$ cat src/rtl/spi_page_program_seq.sv
// SPI flash page-program sequencer: WREN, CS gap, then PP (cmd, 24-bit addr, data),
// followed by a fixed program-time wait.
module spi_page_program_seq #(
  parameter logic [7:0]  GAP_CYC = 8'd10,
  parameter logic [31:0] TPP_CYC = 32'd150_000
) (
  input  logic        clk,
  input  logic        rst_n,
  input  logic        start,
  input  logic [23:0] addr,
  input  logic [8:0]  len,
  output logic        data_req,
  input  logic [7:0]  wr_data,
  output logic        spi_start,
  output logic [1:0]  spi_cmd,
  output logic [7:0]  spi_width,
  output logic [7:0]  spi_wrdata,
  input  logic        spi_done,
  output logic        busy,
  output logic        done
);

  typedef enum logic [2:0] {
    IDLE, WREN, GAP, CMD, ADDR, DATA, WAIT, DONE
  } state_t;

  state_t      state;
  logic [23:0] addr_q;
  logic [8:0]  cnt;
  logic [1:0]  idx;
  logic [7:0]  gap_cnt;
  logic [31:0] wait_cnt;
  logic        pend;
  logic [1:0]  dph;
  logic        xfer_end;

  // spi_done only counts while a byte is actually in flight
  assign xfer_end  = pend && spi_done;
  assign spi_width = 8'd8;

  always_ff @(posedge clk or negedge rst_n) begin
    if (!rst_n) begin
      state      <= IDLE;
      addr_q     <= 24'h0;
      cnt        <= 9'd0;
      idx        <= 2'd0;
      gap_cnt    <= 8'd0;
      wait_cnt   <= 32'd0;
      pend       <= 1'b0;
      dph        <= 2'd0;
      spi_start  <= 1'b0;
      spi_cmd    <= 2'd0;
      spi_wrdata <= 8'h00;
      data_req   <= 1'b0;
      busy       <= 1'b0;
      done       <= 1'b0;
    end else begin
      spi_start <= 1'b0;
      data_req  <= 1'b0;
      done      <= 1'b0;
      unique case (state)
        IDLE: begin
          if (start) begin
            addr_q     <= addr;
            cnt        <= (len == 9'd0) ? 9'd256 : len;
            busy       <= 1'b1;
            spi_start  <= 1'b1;
            spi_wrdata <= 8'h06;
            spi_cmd    <= 2'd2;
            pend       <= 1'b1;
            state      <= WREN;
          end
        end
        WREN: begin
          if (xfer_end) begin
            pend    <= 1'b0;
            gap_cnt <= 8'd0;
            if (GAP_CYC == 8'd0) begin
              spi_start  <= 1'b1;
              spi_wrdata <= 8'h02;
              spi_cmd    <= 2'd1;
              pend       <= 1'b1;
              state      <= CMD;
            end else begin
              state <= GAP;
            end
          end
        end
        GAP: begin
          if (gap_cnt == GAP_CYC - 8'd1) begin
            gap_cnt    <= 8'd0;
            spi_start  <= 1'b1;
            spi_wrdata <= 8'h02;
            spi_cmd    <= 2'd1;
            pend       <= 1'b1;
            state      <= CMD;
          end else begin
            gap_cnt <= gap_cnt + 8'd1;
          end
        end
        CMD: begin
          if (xfer_end) begin
            idx        <= 2'd0;
            spi_start  <= 1'b1;
            spi_wrdata <= addr_q[23:16];
            spi_cmd    <= 2'd1;
            pend       <= 1'b1;
            state      <= ADDR;
          end
        end
        ADDR: begin
          if (xfer_end) begin
            if (idx == 2'd2) begin
              pend     <= 1'b0;
              data_req <= 1'b1;
              dph      <= 2'd1;
              state    <= DATA;
            end else begin
              idx        <= idx + 2'd1;
              spi_start  <= 1'b1;
              spi_wrdata <= (idx == 2'd0) ? addr_q[15:8] : addr_q[7:0];
              spi_cmd    <= 2'd1;
              pend       <= 1'b1;
            end
          end
        end
        DATA: begin
          // dph: 1 = request out, 2 = byte valid on wr_data, 0 = in flight
          if (dph == 2'd1) begin
            dph <= 2'd2;
          end else if (dph == 2'd2) begin
            spi_wrdata <= wr_data;
            spi_cmd    <= (cnt == 9'd1) ? 2'd2 : 2'd1;
            spi_start  <= 1'b1;
            pend       <= 1'b1;
            dph        <= 2'd0;
          end else if (xfer_end) begin
            pend <= 1'b0;
            cnt  <= cnt - 9'd1;
            if (cnt == 9'd1) begin
              wait_cnt <= 32'd0;
              if (TPP_CYC == 32'd0) begin
                done  <= 1'b1;
                busy  <= 1'b0;
                state <= DONE;
              end else begin
                state <= WAIT;
              end
            end else begin
              data_req <= 1'b1;
              dph      <= 2'd1;
            end
          end
        end
        WAIT: begin
          if (wait_cnt == TPP_CYC - 32'd1) begin
            wait_cnt <= 32'd0;
            done     <= 1'b1;
            busy     <= 1'b0;
            state    <= DONE;
          end else begin
            wait_cnt <= wait_cnt + 32'd1;
          end
        end
        DONE: state <= IDLE;
      endcase
    end
  end

endmodule

$ cat config.mk
export PLATFORM = sky130hd
export DESIGN_NAME = spi_page_program_seq
export DESIGN_NICKNAME = d
export VERILOG_FILES = /design/src/rtl/spi_page_program_seq.sv
export SDC_FILE = /design/constraint.sdc
export NUM_CORES = 1
export LEC_CHECK = 0
export CORE_ASPECT_RATIO = 1.2
export CORE_UTILIZATION = 50
export DETAILED_ROUTE_END_ITERATION = 8
export GPL_TIMING_DRIVEN = 0
export MAX_ROUTING_LAYER = met4
export PLACE_DENSITY = 0.83
export REMOVE_ABC_BUFFERS = 1
export SETUP_SLACK_MARGIN = 0.02
export SLEW_MARGIN = 15
export SYNTH_ARGS = -nofsm -noshare
export SYNTH_HDL_FRONTEND = slang
export SYNTH_SLANG_ARGS = --single-unit
$ cat constraint.sdc
create_clock -name clk -period 3.35 [get_ports clk]
set_input_delay 0.67 -clock clk [delete_from_list [all_inputs] [get_ports clk]]
set_output_delay 0.67 -clock clk [all_outputs]
set_load 0.03 [all_outputs]
After elaboration in Yosys (flattened, before gate mapping) --
Cells that the tools add are included.
Operators by class: eq/ne operators 28, $add $sub $neg 4, reduce and logical (&&, ||, !) cells 22, multiplexer cells 83
Operators by type and width (number):
- two-way mux 32 bit | 5
- two-way mux 8 bit | 10
- case mux 32 bit (2 select lines) | 1
- two-way mux 9 bit | 5
- case mux 8 bit (5 select lines) | 1
- two-way mux 2 bit | 17
- two-way mux 3 bit | 11
- adder 32 x 1 -> 32 bit, second input constant | 1
- equality test 32 x 18 -> 1 bit, second input constant | 1
- != test 2 bit, second input constant | 13
- case mux 3 bit (8 select lines) | 1
- two-way mux 1 bit | 23
- case mux 9 bit (2 select lines) | 1
- case mux 8 bit (2 select lines) | 1
- AND reduction 5 bit | 3
- equality test 3 bit, second input constant | 4
- nonzero test 2 bit | 6
- AND reduction 11 bit | 1
- case mux 2 bit (5 select lines) | 1
- equality test 9 x 1 -> 1 bit, second input constant | 1
- zero test 9 bit | 1
- subtractor 9 x 1 -> 9 bit, second input constant | 1
- adder 8 x 1 -> 8 bit, second input constant | 1
- equality test 8 x 4 -> 1 bit, second input constant | 1
- other kinds (20) | 26
Word-level totals: output and inout bits 22, word-level logic and storage cells 151, bits of input ports 45, flip-flop bits (word level) 95

Logic depth before layout (Yosys ltp) --
Gate-level depths: netlist (run 1).
depth in word-level cells 6, depth in mapped cells 10, mapped depth without buffers 7

Least setup slack after synthesis (run 1) --
Ideal clock, no wire load.
kind register to register, start register wait_cnt[0], end register state[1], data arrival time 2.178 ns, stages on the path, launching flop included 8, slack 1.047 ns, buffers on the path 1, clock period less this slack 2.303 ns, required time 3.225 ns, library setup time 0.125 ns, cell sequence dfrtp_1 ha_1 buf_2 inv_1 or4_1 o41a_1 nor3_1 mux2_2
On the way: word-level cells in the longest chain between the ends 3
RTL lines:
- from (decl) | line 32 | logic [31:0] wait_cnt;
- from (signal assigned) | line 162 | wait_cnt <= wait_cnt + 32'd1;
- equality test 32 x 18 -> 1 bit | line 156 | if (wait_cnt == TPP_CYC - 32'd1) begin
- != test 2 bit (no source line)
- AND reduction 11 bit (no source line)
- to (signal assigned) | line 147 | state <= WAIT;
- to (signal assigned) | line 160 | state <= DONE;
- to (signal assigned) | line 165 | DONE: state <= IDLE;
- to (decl) | line 27 | state_t state;
No other way between the ends. A chain may end at the register's enable or synchronous reset.

Final worst setup path (run 1) --
start register state[1], end register spi_wrdata[3]
On the way: word-level cells in the longest chain between the ends 3, elaborated cells between the ends (all ways) 15, those cells by class eq/ne (11); mux (1); reduce/logical (3)
RTL lines:
- from (signal assigned) | line 43 | state <= IDLE;
- from (signal assigned) | line 71 | state <= WREN;
- from (signal assigned) | line 83 | state <= CMD;
- equality test 3 bit (tied with other cells) | line 61 | unique case (state)
- nonzero test 5 bit (no source line) / != test 2 bit (equally long branches)
- AND reduction 8 bit (no source line)
- to (signal assigned) | line 105 | spi_wrdata <= addr_q[23:16];
- to (signal assigned) | line 121 | spi_wrdata <= (idx == 2'd0) ? addr_q[15:8] : addr_q[7:0];
- to (signal assigned) | line 132 | spi_wrdata <= wr_data;
- to (decl) | line 17 | output logic [7:0] spi_wrdata,
Several ways; a longest one is shown, not always the timed one.

==> flow_summary.yaml, run 1 <==
sta:
  finalMaxSlewViolations: 0
  relSlewSlack: 0.348
  clock_skew_ns: 0.00688
  period_share: 0.918
  rsz0062_at_grt: "no"
  fmax_mhz: 325
  setup-violations-final: 0
  period_needed_ns: 3.07
  worst_pin_slew_ns: 0.965
  final.setup.worst_slack_ns: 0.276
  hold_viol: 0
synthesis:
  synth.cell_area_sq_um: 5310
  synth_flop_cell: "dfrtp_1"
  yosys_warnings: 0
  yosys.cell_types.count: 63
  syn_avg_cell_area_sq_um: 9.69
  async_flop_share: 1.00
  syn_inst: 548
  synth_edf_count: 0
  synth-seq-cells: 95
  yosysSeqAreaShare: 0.448
pwr:
  ir_drop_v: 0.000392
  power_leakage_uw: 0.00264
  power_density_nw_per_um2: 778
routing:
  dr_wl_met3_um: 740
  drc: 0
  met1_length_um: 5040
  via_count: 4401
  wl_um: 12400
  routedWlPerCell_um: 17.1
  dr.pass1.iters: 5
  first_iter_violations: 277
  route.met2.wl_um: 6360
  vias_per_cell: 6.07
  top_layer: "met4"
  antenna_left: 0
cts:
  clk_pin_slew_ns: 0.07
  clk_root_buffer_cell: "clkbuf_16"
  clk_latency_ns: 0.35
  cts_tree: "built"
  clkSinkCount: 95
  cts_htree_levels: 3
  cts_made_buffers: 9
  cts_hold_buf: 0
  clock_path_buffers: 2
critical_path:
  critPathLaunchType: "flip-flop"
  reg2reg_setup_slack_ns: 0.28
  crit_type: "flip-flop to flip-flop"
  r2r-end: "spi_wrdata[3]"
  r2r-start: "state[1]"
  cp-end-kind: "flip-flop"
  arrival_ns: 3.31
  cp.required_ns: 3.58
  crit_fanout: 22
  r2r.worst_path.cells: 7
layout:
  layout_commonest_cell: "dfrtp_1"
  area_growth_pct: 18.1
  final_cell_mix: "dfrtp_1 (95), clkdlybuf4s50_1 (57), nand2_1 (48)"
  fin_cells: 725
  final_nets: 652
  antenna_cells: 0
  drive_above_1_share: 0.110
placed_design:
  pre_cts_slack_ns: -0.437
  port_buffers: 58
  place_congestion: 0.899
  place_hpwl_um: 8710
  place_inst: 706
grt:
  overflow: 0
  track_usage: 0.250
  grt_pass1_wl_um: 20500
  grt_pass1_vias: 4393
  grt_max_degree: 52
  antenna_found_initial: 0
run_status:
  status: "completed"
floorplanning:
  chipWidth_um: 96.1
  io_pins: 67
  initial_core_util: 0.523
  num_rows: 40
  core_sq_um: 10200
  die-area_sq_um: 11000
  die_y_um: 115
flow_run:
  maxCapViolations: 0
hold_path:
  hold_class: "input pin to asynchronous set/reset pin"
-- synthesized netlist by cell type (all sizes together) (6+ instances only) --
library cell,instances,area [sq um]
a211oi,12,90.1
nor3,7,35.0
mux2,34,417
nand4,9,56.3
and2,7,43.8
clkbuf,20,75.1
nor4,6,37.5
xnor2,18,158
o21ai,40,211
nand3,25,130
nand2,48,180
mux2i,10,100
a2111oi,6,52.6
nor2,46,175
and4,6,52.6
ha,13,163
a21oi,25,125
buf,14,95.1
a22oi,8,60.1
inv,21,78.8
dfrtp,95,2380
and3,6,37.5
-- state kept, by name, summed over array words and instances, names as in the netlist --
name,cells
spi_wrdata,8
data_req,1
gap_cnt,8
state,3
spi_start,1
idx,2
addr_q,24
spi_cmd,2
done,1
wait_cnt,32
dph,2
cnt,9
pend,1
busy,1
-- power breakdown --
group          internal (uW)  leakage (uW)  switching [uW]
registers               1500       0.00121             312
clock network            587      0.000143             460
logic                    940       0.00128            1080
total                   3030       0.00264            1850
-- layer usage --
layer / global-route usage / vias up
met5: - / -
met4: 0.108 / 0
met3: 0.0470 / 28
met2: 0.412 / 157
met1: 0.296 / 2141
li1: - / 2075
-- how the worst max path moves through the flow --
stage / start / endpoint
global placement: rst_n / wait_cnt[0]
floorplan: state[1] / wait_cnt[12]
detailed placement: spi_done / wait_cnt[15]
global route: state[1] / spi_wrdata[3]
finish: state[1] / spi_wrdata[3]
CTS: state[1] / spi_wrdata[3]
-- what timing repair did --
action	4_1_cts	5_1_grt
gates resized for setup	1	0
hold endpoints to repair	0	0
endpoints found under the setup margin	19	0
buffers inserted	2	0
-- cells by family after synthesis --
group / count (synthesis) / share of synthesized area
compound gates: 128 / 0.159
xor+xnor: 19 / 0.0313
fa+ha+maj: 13 / 0.0306
buf+inv: 55 / 0.0469
flops: 95 / 0.448
mux: 44 / 0.0973
other cells: 2 / 0.00141
simple gates: 192 / 0.185
-- cell type report --
cell class	instances	area, sq um
Fill cell	804	3890
Multi-Input combinational cell	405	2720
Sequential cell	95	2380
Timing Repair Buffer	62	636
Clock buffer	9	225
Tap cell	126	158
Clock inverter	7	80.1
Inverter	21	78.8
-- stage by stage --
step                power, uW  setup TNS [ns]  hold slack (ns)   util  cell area, sq um
floorplan                3220               0            0.374      -              5160
global placement         3700         -174.40            0.461  0.581              5900
detailed placement       3820           -8.64            0.457  0.585              5940
CTS                      4890               0            0.339  0.617              6270
global route             5200               0            0.363  0.617              6270
finish                   4880               0            0.318  0.617              6270
-- critical path: stages, from the launching register on --
cell,delay [ns]
dfrtp_1,0.42
inv_1,0.09
ha_1,0.34
and2_1,0.75
a22oi_1,0.26
nand3_2,0.19
or3_1,0.55
mux2_4,0.35
No activity file was read; power rests on OpenSTA's default activity.
==> inputs of run 2 (changes only) <==
- MAX_ROUTING_LAYER: met4 -> default
==> run 2 against run 1 <==
Net effect: flip-flop and latch count did not move; highest routed layer unchanged; setup slack got worse by 0.012 ns; largest power group unchanged; critical path depth did not move; combinational power barely moved.
==> flow_summary.yaml, run 2 (synthesized netlist as in run 1, its figures left out) <==
run_status:
  status: "completed"
sta:
  relSlewSlack: 0.357
  totalNegativeSetupSlack_ns: 0
  hold_viol: 0
  worst_pin_slew_ns: 0.963
  fmax_mhz: 324
  finalMaxSlewViolations: 0
  setup-violations-final: 0
  rsz0062_at_grt: "no"
  period_share: 0.921
  clock_skew_ns: 0.00745
  period_needed_ns: 3.09
  final.setup.worst_slack_ns: 0.264
grt:
  grt_pass1_wl_um: 20600
  track_usage: 0.243
  overflow: 0
  grt_pass1_vias: 4399
  antenna_found_initial: 0
  grt_max_degree: 52
cts:
  cts_hold_buf: 0
  clkSinkCount: 95
  cts_tree: "built"
  clk_root_buffer_cell: "clkbuf_16"
  cts_htree_levels: 3
  clk_pin_slew_ns: 0.07
  clk_latency_ns: 0.35
  cts_made_buffers: 9
  clock_path_buffers: 2
floorplanning:
  chipWidth_um: 96.1
  die_y_um: 115
  io_pins: 67
  initial_core_util: 0.523
  num_rows: 40
  die-area_sq_um: 11000
  core_sq_um: 10200
routing:
  routedWlPerCell_um: 17.1
  via_count: 4369
  first_iter_violations: 270
  vias_per_cell: 6.03
  antenna_left: 0
  wl_um: 12400
  drc: 0
  dr.pass1.iters: 5
pwr:
  power_density_nw_per_um2: 777
  power_leakage_uw: 0.00264
  ir_drop_v: 0.000392
placed_design:
  pre_cts_slack_ns: -0.437
  port_buffers: 58
  place_congestion: 0.884
  place_hpwl_um: 8710
critical_path:
  critPathLaunchType: "flip-flop"
  arrival_ns: 3.32
  cp.required_ns: 3.58
  crit_type: "flip-flop to flip-flop"
  cp-end-kind: "flip-flop"
  crit_fanout: 22
layout:
  area_growth_pct: 18.1
  final_nets: 652
  layout_commonest_cell: "dfrtp_1"
  final_cell_mix: "dfrtp_1 (95), clkdlybuf4s50_1 (57), nand2_1 (48)"
  postLayoutCoreUtil: 0.617
  regMostFlops: "wait_cnt"
  antenna_cells: 0
  reg.largest.list: "wait_cnt: 32 flops, addr_q: 24 flops, cnt: 9 flops"
  largest_reg_flops: 32
  drive_above_1_share: 0.110
flow_run:
  maxCapViolations: 0
hold_path:
  hold_class: "input pin to asynchronous set/reset pin"
## run 2: final timing paths
| check | start | slack (ns) | depth (start not counted) | end |
|---|---|---|---|---|
| setup / recovery | state[1] | 0.26 | 7 | spi_wrdata[3] |
| hold / removal | rst_n | 0.32 | 1 | cnt[2] |
| setup reg to reg | state[1] | 0.26 | 7 | spi_wrdata[3] |
| hold reg to reg | idx[0] | 0.47 | 2 | idx[0] |
| max in group asynchronous | rst_n | 2.37 | 2 | wait_cnt[2] |
| min in group clk | idx[0] | 0.47 | 2 | idx[0] |
## run 2: cell type report
| type | count | area [sq um] |
|---|---|---|
| Tap cell | 126 | 158 |
| Multi-Input combinational cell | 405 | 2720 |
| Inverter | 21 | 78.8 |
| Sequential cell | 95 | 2380 |
| Timing Repair Buffer | 62 | 636 |
| Clock inverter | 7 | 80.1 |
| Clock buffer | 9 | 225 |
| Fill cell | 804 | 3890 |
## run 2: per-stage QoR
step	hold slack, ns	power, uW	std cells	instance area, sq um
final	0.318	4870	725	6270
after global routing	0.363	5200	725	6270
after CTS	0.339	4890	725	6270
after detailed placement	0.457	3820	706	5940
after global placement	0.461	3700	704	5900
after floorplan	0.374	3220	520	5160
## run 2: power by group
part | leakage, uW | internal [uW] | switching (uW)
sequential | 0.00121 | 1500 | 310
combinational | 0.00128 | 940 | 1080
clock | 0.000143 | 587 | 458
## run 2: per-layer routing
| layer | vias up | routed length (um) | global-route usage |
|---|---|---|---|
| met2 | 162 | 6340 | 0.413 |
| met4 | 0 | 284 | 0.108 |
| met3 | 28 | 770 | 0.0470 |
| met5 | - | 0 | 0 |
| met1 | 2109 | 4990 | 0.296 |
| li1 | 2070 | - | - |
## run 2: timing repair
item / in CTS / in global routing
gates resized for setup: 1 / 0
setup buffers: 2 / 0
hold endpoints to repair: 0 / 0
setup endpoints to repair: 19 / 0
## run 2: critical path: stages, from the launching register on
cell and delay [ns]:
dfrtp_1 0.41, inv_1 0.09, ha_1 0.34, and2_1 0.77
a22oi_1 0.26, nand3_2 0.18, or3_1 0.55, mux2_4 0.35
